[config.mk]
export PLATFORM = sky130hd
export DESIGN_NAME = logic_equiv_sweeper
export DESIGN_NICKNAME = d
export VERILOG_FILES = /design/src/rtl/logic_equiv_sweeper.sv
export SDC_FILE = /design/constraint.sdc
export NUM_CORES = 1
export LEC_CHECK = 0
export ABC_CLOCK_PERIOD_IN_PS = 3520
export CORE_MARGIN = 2
export CORE_UTILIZATION = 50
export CTS_BUF_LIST = sky130_fd_sc_hd__clkbuf_16
export DETAILED_ROUTE_END_ITERATION = 10
export GPL_ROUTABILITY_DRIVEN = 0
export PLACE_DENSITY = 0.76
export SLEW_MARGIN = 20
export SYNTH_ARGS = -nofsm -noshare
export SYNTH_HDL_FRONTEND = slang
export SYNTH_SLANG_ARGS = --single-unit
[constraint.sdc]
create_clock -name clk -period 3.52 [get_ports clk]
set_input_delay 0.88 -clock clk [delete_from_list [all_inputs] [get_ports clk]]
set_output_delay 0.88 -clock clk [all_outputs]
set_load 0.02 [all_outputs]
[src/rtl/logic_equiv_sweeper.sv]
// Exhaustive equivalence sweeper: evaluates two selectable bitwise functions over
// every (a,b) operand pair, streaming per-vector results and a mismatch summary.
module logic_equiv_sweeper #(
  parameter int unsigned WIDTH = 2
) (
  input  logic               clk,
  input  logic               rst_n,
  input  logic               start,
  input  logic [2:0]         op_a,
  input  logic [2:0]         op_b,
  output logic               busy,
  output logic               done,
  output logic               vec_valid,
  output logic [WIDTH-1:0]   vec_a,
  output logic [WIDTH-1:0]   vec_b,
  output logic [WIDTH-1:0]   out_a,
  output logic [WIDTH-1:0]   out_b,
  output logic               mismatch,
  output logic [2*WIDTH:0]   mism_count,
  output logic               first_valid,
  output logic [WIDTH-1:0]   first_a,
  output logic [WIDTH-1:0]   first_b,
  output logic               equiv
);

  localparam int unsigned IW = 2 * WIDTH;
  localparam logic [IW-1:0] LAST_IDX = '1;

  typedef enum logic [1:0] {
    S_IDLE,
    S_RUN,
    S_DONE
  } state_t;

  state_t          state_q, state_d;
  logic [IW-1:0]   idx_q;
  logic [2:0]      sel_a_q, sel_b_q;
  logic            launch;
  logic            running;
  logic [WIDTH-1:0] cur_a, cur_b, f_a, f_b;
  logic            cur_mism;

  function automatic logic [WIDTH-1:0] eval_op(input logic [2:0] op,
                                               input logic [WIDTH-1:0] a,
                                               input logic [WIDTH-1:0] b);
    logic [WIDTH-1:0] r;
    r = '0;
    case (op)
      3'd0: r = a & b;
      3'd1: r = a | b;
      3'd2: r = ~(a & b);
      3'd3: r = ~(a | b);
      3'd4: r = a ^ b;
      3'd5: r = ~(a ^ b);
      3'd6: r = a & ~b;
      3'd7: r = ~a & b;
    endcase
    return r;
  endfunction

  always_comb begin
    state_d = state_q;
    launch  = 1'b0;
    case (state_q)
      S_IDLE, S_DONE: begin
        if (start) begin
          launch  = 1'b1;
          state_d = S_RUN;
        end
      end
      S_RUN: begin
        if (idx_q == LAST_IDX) state_d = S_DONE;
      end
      default: state_d = S_IDLE;
    endcase
  end

  always_comb begin
    running  = (state_q == S_RUN);
    busy     = running;
    done     = (state_q == S_DONE);
    equiv    = done && (mism_count == '0);
    cur_a    = idx_q[IW-1:WIDTH];
    cur_b    = idx_q[WIDTH-1:0];
    f_a      = eval_op(sel_a_q, cur_a, cur_b);
    f_b      = eval_op(sel_b_q, cur_a, cur_b);
    cur_mism = (f_a != f_b);
  end

  always_ff @(posedge clk or negedge rst_n) begin
    if (!rst_n) begin
      state_q <= S_IDLE;
      idx_q   <= '0;
      sel_a_q <= '0;
      sel_b_q <= '0;
    end else begin
      state_q <= state_d;
      if (launch) begin
        sel_a_q <= op_a;
        sel_b_q <= op_b;
        idx_q   <= '0;
      end else if (running && idx_q != LAST_IDX) begin
        idx_q <= idx_q + 1'b1;
      end
    end
  end

  // Result stage: one-cycle-late copy of the vector evaluated during RUN.
  always_ff @(posedge clk or negedge rst_n) begin
    if (!rst_n) begin
      vec_valid   <= 1'b0;
      vec_a       <= '0;
      vec_b       <= '0;
      out_a       <= '0;
      out_b       <= '0;
      mismatch    <= 1'b0;
      mism_count  <= '0;
      first_valid <= 1'b0;
      first_a     <= '0;
      first_b     <= '0;
    end else begin
      vec_valid <= running;
      mismatch  <= running && cur_mism;
      if (running) begin
        vec_a <= cur_a;
        vec_b <= cur_b;
        out_a <= f_a;
        out_b <= f_b;
        if (cur_mism) begin
          mism_count <= mism_count + (IW+1)'(1);
          if (!first_valid) begin
            first_valid <= 1'b1;
            first_a     <= cur_a;
            first_b     <= cur_b;
          end
        end
      end else if (launch) begin
        mism_count  <= '0;
        first_valid <= 1'b0;
        first_a     <= '0;
        first_b     <= '0;
      end
    end
  end

endmodule

==> metrics.txt <==
outcome finished clean; worst clock skew 8.26 ps; maxcap violations 0; syn avg cell area 9.20 µm²; dpl hpwl 2630 µm; Lkg Pwr 1.08 nW; post-synthesis simple-gate area fraction 23.4%; total CTS buffers 5; CP arrival 2980 ps; Syn Nets 222; critical path startpoint category flip-flop; xor/xnor share of the synthesized area 3.30%; pin count of the biggest net entering global routing 33; Post-Syn Area 0.00186 mm²; commonest non-fill, non-tap cell in the layout nand2_1; Fin. Hold Viols 0; yosys warns 0; drt wl/cell 13.2 µm; global-route wire length before repair 6070 µm; die span in x 65.0 µm; total negative slack 0 ps; post_cts resized 0; Post-Route WL 3720 µm; Slew Limit Headroom 62.6%; via count 1,498; f_max 0.359 GHz; vias in the first global route 1,267; GR Util All Layers 19.3%; CTS tree yes; full die area 0.00422 mm²; post-synthesis cell type count 46; initial antenna violation count 0; most frequent cells in the layout nand2_1, dfrtp_1, clkdlybuf4s50_1; Sink Count 32; WHS 476 ps; IO Port Bufs 31; hold buffer count at CTS 0; endpoints failing setup 0; P per Cell Area 1100 mW/mm²; Setup Buffers After CTS 0; mux cell area share after synthesis 4.44%; drt pass-1 iters 4; Row Count 22; Final ANT Viol Nets 0; Setup crit end kind flip-flop; post-synthesis adder-cell area fraction 7.41%; Setup CP Type flip-flop to flip-flop; antenna diode count 0; synthesis-to-finish area growth 26.7%; DR iter-0 viols 84; post-synthesis sequential area ratio 43.1%; worst hold path class flip-flop to flip-flop; Initial Utilization 51.5%; fin crit period 2780 ps; fraction of layout cells with a size suffix above 1 6.44%; clk buf depth 2; DRC viols 0; unrepaired setup endpoints after global routing false; clk_lat worst skew 280 ps; period utilisation layout 79.1%; fin nets 252; number of synthesized flops with an enable pin 0; Top FF cell, synth dfrtp_1; fillers 293; Worst-Margin Slew 562 ps; Worst-path clk slew 50 ps; largest family of logic cells by synthesized area simple AND/OR/NAND/NOR gates; fraction of registers with async set/reset 100%; Via density 5.33; Max H-tree Level 2; worst endpoint required time 3720 ps; area of the core 0.00361 mm²; Post-Synthesis Cells 202; total congestion overflow 0; Slew Limit Fails 0; Die Y 65.0 µm; Ports 32; post-synthesis compound-gate area fraction 12.6%; critical path fanouts, max 6; root buf cell clkbuf_16; Synth Register Bits 32; worst vdd ir 458 µV
[report_power, final]
group	internal, mW	switching (mW)
Clock	0.329	0.146
Combinational	0.653	0.723
Sequential	0.539	0.194
[worst max-delay path, cell delays in order (launching register included)]
cell and delay (ps):
dfrtp_1 430, inv_1 120, ha_1 350, a22o_1 230, o41a_1 440, nand4bb_1 220
a31oi_2 230, nor2b_1 430, mux2i_1 250
[per-layer routing]
layer	up-vias	routed length, µm	GRT usage [%]
met5	-	0	0
met4	0	78	9.57
met3	6	166	3.65
met2	38	1620	27.2
met1	704	1850	28.1
li1	750	-	-
[kinds of logic after synthesis]
family / after synthesis
muxes: 8
adders and majority gates: 11
DFF: 32
AOI/OAI and AO/OA: 34
buffers and inverters: 22
xor gates and xnor gates: 7
and+or+nand+nor: 88
[worst paths after layout]
path	slack [ps]	endpoint	cells past startpoint	start
max	740	first_a[0]$_DFFE_PN0P_	8	idx_q[1]$_DFFE_PN0P_
min	480	vec_a[0]$_DFFE_PN0P_	2	vec_a[0]$_DFFE_PN0P_
max reg2reg	740	first_a[0]$_DFFE_PN0P_	8	idx_q[1]$_DFFE_PN0P_
min reg2reg	480	vec_a[0]$_DFFE_PN0P_	2	vec_a[0]$_DFFE_PN0P_
max in group asynchronous	2230	vec_valid$_DFF_PN0_	2	rst_n
min in group asynchronous	1000	sel_b_q[0]$_DFFE_PN0P_	2	rst_n
[state kept, by name, indices dropped and copies added, names as in the netlist, 3 cells and up]
name        count
sel_a_q         3
idx_q           4
mism_count      5
sel_b_q         3
[synthesized netlist by cell type, types with 2 or more instances]
master | number | area (µm²)
inv_1 | 10 | 37.5
a211oi_1 | 3 | 22.5
nand2_1 | 48 | 180
ha_1 | 11 | 138
buf_4 | 2 | 15.0
mux2_2 | 2 | 22.5
nor3b_1 | 5 | 37.5
nand2b_1 | 4 | 25.0
buf_6 | 2 | 22.5
nor2_1 | 7 | 26.3
and4b_1 | 2 | 20.0
mux2i_1 | 6 | 60.1
o22a_1 | 2 | 17.5
nand3b_1 | 2 | 15.0
o31ai_1 | 3 | 22.5
clkbuf_1 | 7 | 26.3
xor2_1 | 2 | 17.5
xnor2_1 | 5 | 43.8
nor3_1 | 2 | 10.0
nand3_1 | 4 | 20.0
a21oi_1 | 5 | 25.0
nor2b_1 | 3 | 18.8
o21ai_0 | 10 | 50.1
dfrtp_1 | 32 | 801
a31oi_1 | 2 | 12.5
[final cells by class]
type	instances	area [µm²]	area share (%)
inverters	10	37.5	1.59
flip-flops and latches	32	801	34.0
clock buffers	5	125	5.32
well taps	48	60.1	2.55
repair buffers	35	340	14.5
multi-input cells	148	951	40.4
clock inverters	3	38.8	1.65
[per-stage QoR]
step / power (mW) / instance area [µm²] / util [%] / instances / setup WS [ps]
2_1_floorplan: 1.73 / 1860 / - / 202 / 1080
3_3_place_gp: 2.10 / 2190 / 60.7 / 273 / 845
3_5_place_dp: 2.11 / 2190 / 60.7 / 273 / 761
4_1_cts: 2.60 / 2350 / 65.3 / 281 / 721
5_1_grt: 2.79 / 2350 / 65.3 / 281 / 524
6_report: 2.59 / 2350 / 65.3 / 281 / 737
(Power assumes the default switching activity.)
